--- config.mk ---
export PLATFORM = sky130hd
export DESIGN_NAME = ghash_accum
export DESIGN_NICKNAME = d
export VERILOG_FILES = /design/src/rtl/ghash_accum.sv
export SDC_FILE = /design/constraint.sdc
export NUM_CORES = 1
export LEC_CHECK = 0
export CAP_MARGIN = 20
export CORE_AREA = 2 2 307 309
export DETAILED_ROUTE_END_ITERATION = 8
export DIE_AREA = 0 0 309 311
export GPL_ROUTABILITY_DRIVEN = 0
export PLACE_DENSITY = 0.59
export SLEW_MARGIN = 20
export SYNTH_ARGS = -nofsm -noshare
export SYNTH_HDL_FRONTEND = slang
export SYNTH_SLANG_ARGS = --single-unit
--- constraint.sdc ---
create_clock -name clk -period 50.5 [get_ports clk]
set_input_delay 15.15 -clock clk [delete_from_list [all_inputs] [get_ports clk]]
set_output_delay 15.15 -clock clk [all_outputs]
set_load 0.1 [all_outputs]
--- src/rtl/ghash_accum.sv ---
// GHASH sequencer: masks and folds blocks into the accumulator via an external
// gfmul pipeline, then hashes len(A)||len(C). Optional GHASH_ORDER_CHK_EN adds oErr.
module ghash_accum #(
  parameter int MUL_LAT = 4
) (
  input  logic         clk,
  input  logic         rst,
  input  logic         iStart,
  input  logic [127:0] iHashkey,
  input  logic         iBlkValid,
  input  logic [127:0] iBlkData,
  input  logic         iBlkIsAad,
  input  logic [4:0]   iBlkBytes,
  output logic         oBlkReady,
  input  logic         iFinal,
  output logic [127:0] oMulA,
  output logic [127:0] oMulH,
  input  logic [127:0] iMulResult,
  output logic [127:0] oTagHash,
  output logic         oTagValid,
  output logic         oBusy
`ifdef GHASH_ORDER_CHK_EN
  ,
  output logic         oErr
`endif
);

  localparam int CW = (MUL_LAT < 2) ? 1 : $clog2(MUL_LAT + 1);
  localparam logic [CW-1:0] LAT = CW'(MUL_LAT);
  localparam logic [CW-1:0] ONE = CW'(1);

  typedef enum logic [2:0] {
    S_IDLE,
    S_ACCEPT,
    S_MUL,
    S_LEN,
    S_LWAIT,
    S_DONE
  } state_e;

  state_e        state_q, state_d;
  logic [127:0]  acc_q, acc_d;
  logic [127:0]  h_q, h_d;
  logic [63:0]   len_a_q, len_a_d;
  logic [63:0]   len_c_q, len_c_d;
  logic [CW-1:0] cnt_q, cnt_d;
  logic          fin_q, fin_d;
  logic [127:0]  mul_a_q, mul_a_d;
  logic [127:0]  tag_q, tag_d;
  logic          tag_vld_q, tag_vld_d;
`ifdef GHASH_ORDER_CHK_EN
  logic          seen_c_q, seen_c_d;
  logic          err_q, err_d;
`endif

  logic [4:0]   nbytes;
  logic [4:0]   pad_bytes;
  logic [127:0] blk_mask;
  logic [127:0] blk_masked;
  logic [63:0]  len_inc;
  logic         blk_rdy;
  logic         xfer;

  // Byte-granular mask of the incoming block and its bit length.
  always_comb begin
    nbytes = iBlkBytes;
    if (iBlkBytes == 5'd0 || iBlkBytes > 5'd16) begin
      nbytes = 5'd16;
    end
    pad_bytes  = 5'd16 - nbytes;
    blk_mask   = {128{1'b1}} << {pad_bytes, 3'b000};
    blk_masked = iBlkData & blk_mask;
    len_inc    = {56'd0, nbytes, 3'b000};
  end

  assign blk_rdy = (state_q == S_ACCEPT) && !fin_q;
  assign xfer    = iBlkValid && blk_rdy;

  // Next-state and datapath updates; iStart overrides everything else.
  always_comb begin
    state_d   = state_q;
    acc_d     = acc_q;
    h_d       = h_q;
    len_a_d   = len_a_q;
    len_c_d   = len_c_q;
    cnt_d     = cnt_q;
    fin_d     = fin_q;
    mul_a_d   = mul_a_q;
    tag_d     = tag_q;
    tag_vld_d = 1'b0;
`ifdef GHASH_ORDER_CHK_EN
    seen_c_d  = seen_c_q;
    err_d     = err_q;
`endif
    if (iStart) begin
      state_d  = S_ACCEPT;
      acc_d    = '0;
      h_d      = iHashkey;
      len_a_d  = '0;
      len_c_d  = '0;
      cnt_d    = '0;
      fin_d    = 1'b0;
`ifdef GHASH_ORDER_CHK_EN
      seen_c_d = 1'b0;
      err_d    = 1'b0;
`endif
    end else begin
      unique case (state_q)
        S_IDLE: begin
          fin_d = 1'b0;
        end
        S_ACCEPT: begin
          fin_d = fin_q | iFinal;
          if (xfer) begin
            mul_a_d = acc_q ^ blk_masked;
            cnt_d   = LAT;
            state_d = S_MUL;
            if (iBlkIsAad) begin
              len_a_d = len_a_q + len_inc;
            end else begin
              len_c_d = len_c_q + len_inc;
            end
`ifdef GHASH_ORDER_CHK_EN
            if (iBlkIsAad && seen_c_q) begin
              err_d = 1'b1;
            end
            if (!iBlkIsAad) begin
              seen_c_d = 1'b1;
            end
`endif
          end else if (fin_q) begin
            state_d = S_LEN;
          end
        end
        S_MUL: begin
          fin_d = fin_q | iFinal;
          cnt_d = cnt_q - ONE;
          if (cnt_q == ONE) begin
            acc_d   = iMulResult;
            state_d = S_ACCEPT;
          end
        end
        S_LEN: begin
          mul_a_d = acc_q ^ {len_a_q, len_c_q};
          cnt_d   = LAT;
          state_d = S_LWAIT;
        end
        S_LWAIT: begin
          cnt_d = cnt_q - ONE;
          if (cnt_q == ONE) begin
            acc_d   = iMulResult;
            state_d = S_DONE;
          end
        end
        S_DONE: begin
          tag_d     = acc_q;
          tag_vld_d = 1'b1;
          fin_d     = 1'b0;
          state_d   = S_IDLE;
        end
        default: begin
          state_d = S_IDLE;
        end
      endcase
    end
  end

  // State register with asynchronous clear.
  always_ff @(posedge clk or posedge rst) begin
    if (rst) begin
      state_q   <= S_IDLE;
      acc_q     <= '0;
      h_q       <= '0;
      len_a_q   <= '0;
      len_c_q   <= '0;
      cnt_q     <= '0;
      fin_q     <= 1'b0;
      mul_a_q   <= '0;
      tag_q     <= '0;
      tag_vld_q <= 1'b0;
`ifdef GHASH_ORDER_CHK_EN
      seen_c_q  <= 1'b0;
      err_q     <= 1'b0;
`endif
    end else begin
      state_q   <= state_d;
      acc_q     <= acc_d;
      h_q       <= h_d;
      len_a_q   <= len_a_d;
      len_c_q   <= len_c_d;
      cnt_q     <= cnt_d;
      fin_q     <= fin_d;
      mul_a_q   <= mul_a_d;
      tag_q     <= tag_d;
      tag_vld_q <= tag_vld_d;
`ifdef GHASH_ORDER_CHK_EN
      seen_c_q  <= seen_c_d;
      err_q     <= err_d;
`endif
    end
  end

  assign oBlkReady = blk_rdy;
  assign oMulA     = mul_a_q;
  assign oMulH     = h_q;
  assign oTagHash  = tag_q;
  assign oTagValid = tag_vld_q;
  assign oBusy     = (state_q != S_IDLE);
`ifdef GHASH_ORDER_CHK_EN
  assign oErr      = err_q;
`endif

endmodule

==> metrics.cfg <==
[synth]
synth_cell_types=63
synth_area_leaders=dfrtp_1 57%, mux2_2 10%, xor2_1 5.3%
async_flop_share_pct=100.0
avgSynthCellArea_um2=11.78
synth_nets=2800
ys_seq_area_share_pct=57.08
yosysTopAreaCell=dfrtp_1
synthFlopType=dfrtp_1
yosysWarnings=0
synth_edf_count=0
synthesis.instances=2390
syn_area_um2=28150
synth.most_common_cell=dfrtp_1
synth-seq-cells=642
yosys-top-cells-count=642 x dfrtp_1, 258 x mux2_2, 212 x nand2_1
synth_top_cell_area_share_pct=57.08

[drt]
vias=21900
dr.pass1.iters=9
drc=0
wl_per_cell_um=23.57
drtAntennaViolNets=0
viasPerCell=4.936
wl_um=104600
first_iter_violations=1302

[setup_path]
cp_data_arrival_time_ns=19.79
critPathKind=input port to flop
critical_path.slowest_cell=or4_1
slowest_delay_ns=0.91
cpLargestDelayFamily=simple AND/OR/NAND/NOR gates
worstPathRequired_ns=50.95
crit_fanout=13
crit_path_start_kind=input port
critPathBufInv=4
end_kind=flop
cp_cell_sequence=clkdlybuf4s50_1, nor4_1, inv_1, ha_1, nor2b_1, inv_1, ha_1, inv_1, ha_1, or4_1, or2_2, a32oi_1, xor2_1, o21ai_0

[finish]
fill_cells=8830
num-nets-final=3524
area_growth_pct=41.58
ff_latch_area_um2=16070
multi_input_area_um2=11420
final_cells=4437
drive_above_1_share_pct=14.27

[placed_design]
placed_cells=4289
place_ws_ns=30.59
port_buffers=781
place_hpwl_um=76860

[power]
p_leak_uw=0.01668
vdd.ir_drop.worst_v=0.00002826
p_total_uw=1681
power_density_nw_per_um2=42.19
pwr-share-comb_pct=31.0
intPower_uw=1030
p_switching_uw=651.6
pwr-share-clk_pct=34.4
sequentialPowerShare_pct=34.6
switching_share_pct=38.75

[global_routing]
use_met1_pct=24.51
met3_usage_pct=6.675
busiest_layer=met2
antenna_found_initial=24
grt_pass1_wl_um=154400
overflow=0
grt_max_degree=145
gr-usage-met2_pct=38.87
grt_util_all_layers_pct=21.51
grt_pass1_vias=22440

[cts]
cts.sink_count=642
cts_resized=0
postCtsHoldBufs=0
cts_made_buffers=77
h-tree-depth=3
cts_setup_buffers=0
clockBufferDepth=3
cts-root-buf=clkbuf_16
insertion_delay_ns=0.62
cts_tree=built
clk_pin_slew_ns=0.06

[run]
drv_cap=0

[timing]
post-route-worst-setup-slack_ns=31.16
worstMarginPinSlew_ns=1.172
setup_viol=0
fin_crit_ns=19.34
fin_crit_sh_pct=38.30
fin_skew_ns=0.02257
maxSlewViolCount=0
tns_ns=0
finalHoldViolCount=0
slew_headroom_pct=21.64
rsz0062_at_grt=no
max_freq_ghz=0.05170

[floorplanning]
start_util_pct=30.34
rows=112
die_w_um=309
chipHeight_um=311
die_area_um2=96100
num_io_pins=782
core-area_um2=92770

[run_status]
run_status=complete, no violations

[worst_hold_path]
hold_class=flop to flop

==> cells by family after synthesis <==
| family | share of synthesized area, % |
|---|---|
| buf+inv | 2.623 |
| flops | 57.08 |
| simple gates | 10.16 |
| compound gates | 11.33 |
| mux | 10.61 |
| xor+xnor | 7.406 |
| fa+ha+maj | 0.7913 |
==> area by class of cell <==
class	count	area share [%]
multi-input cells	1556	28.66
clock buffers	105	5.529
repair buffers	809	20.15
diodes	8	0.05024
clock inverters	35	1.083
flip-flops and latches	642	40.32
inverters	28	0.2826
well taps	1254	3.937
==> tightest hold or removal path: stages (launching register included) <==
cell	delay, ns
dfrtp_1	0.34
nand2_1	0.05
o21ai_0	0.06
==> per-stage QoR <==
| stage | utilization [%] | hold slack (ns) | instance area, um^2 |
|---|---|---|---|
| after floorplan | - | 0.4780 | 28150 |
| after global placement | 40.09 | 0.4602 | 37190 |
| after detailed placement | 40.09 | 0.4688 | 37190 |
| after CTS | 42.93 | 0.4811 | 39830 |
| after global routing | 42.94 | 0.5009 | 39840 |
| final | 42.96 | 0.4763 | 39850 |
==> per-layer routing <==
| layer | part of all wire [%] | routed length, um |
|---|---|---|
| met1 | 38 | 39590 |
| met2 | 52 | 54800 |
| met3 | 7.4 | 7785 |
| met4 | 2.1 | 2172 |
| met5 | 0.22 | 235 |
==> cell usage in the layout, fill, tap and decap left out, drive strengths merged, types with 8 or more instances in the layout <==
cell type and count:
clkinv 23, nand3 42, a32oi 103, dfrtp 642, ha 13, a21oi 16
clkdlybuf4s50 773, clkbuf 105, buf 36, a22oi 21, bufinv 8, nor2 137
nor3 37, or3 8, nand4 43, inv 30, a22o 116, nor2b 8
mux2 258, mux2i 8, and4 14, diode 8, nor4 27, and2 9
o21ai 150, and3 18, nand2b 10, xnor2 67, nand2 212, xor2 171
==> path summary, 6_finish.rpt <==
path	startpoint	end	slack (ns)	cells past startpoint
hold reg to reg	oMulA[124]	oMulA[124]	0.48	2
setup / recovery	iBlkBytes[2]	oMulA[105]	31.16	14
setup reg to reg	fin_q	oMulA[27]	47.16	5
max in group asynchronous	rst	len_a_q[40]	32.35	5
min in group asynchronous	rst	oMulH[56]	15.03	2
hold / removal	oMulA[124]	oMulA[124]	0.48	2
==> state kept, by name, indices dropped and copies added (netlist names) <==
name       count
acc_q        128
oMulA        128
oMulH        128
oTagHash     128
len_a_q       61
len_c_q       61
cnt_q          3
state_q        3
fin_q          1
oTagValid      1
==> power groups by stage <==
stage               combinational, uW  sequential, uW  clock (uW)
finish                            521             581         579
floorplan                        83.3             871           0
CTS                               526             581         593
detailed placement                525             590           0
global placement                  524             589           0
global route                      540             586         615
(Power assumes the default switching activity.)
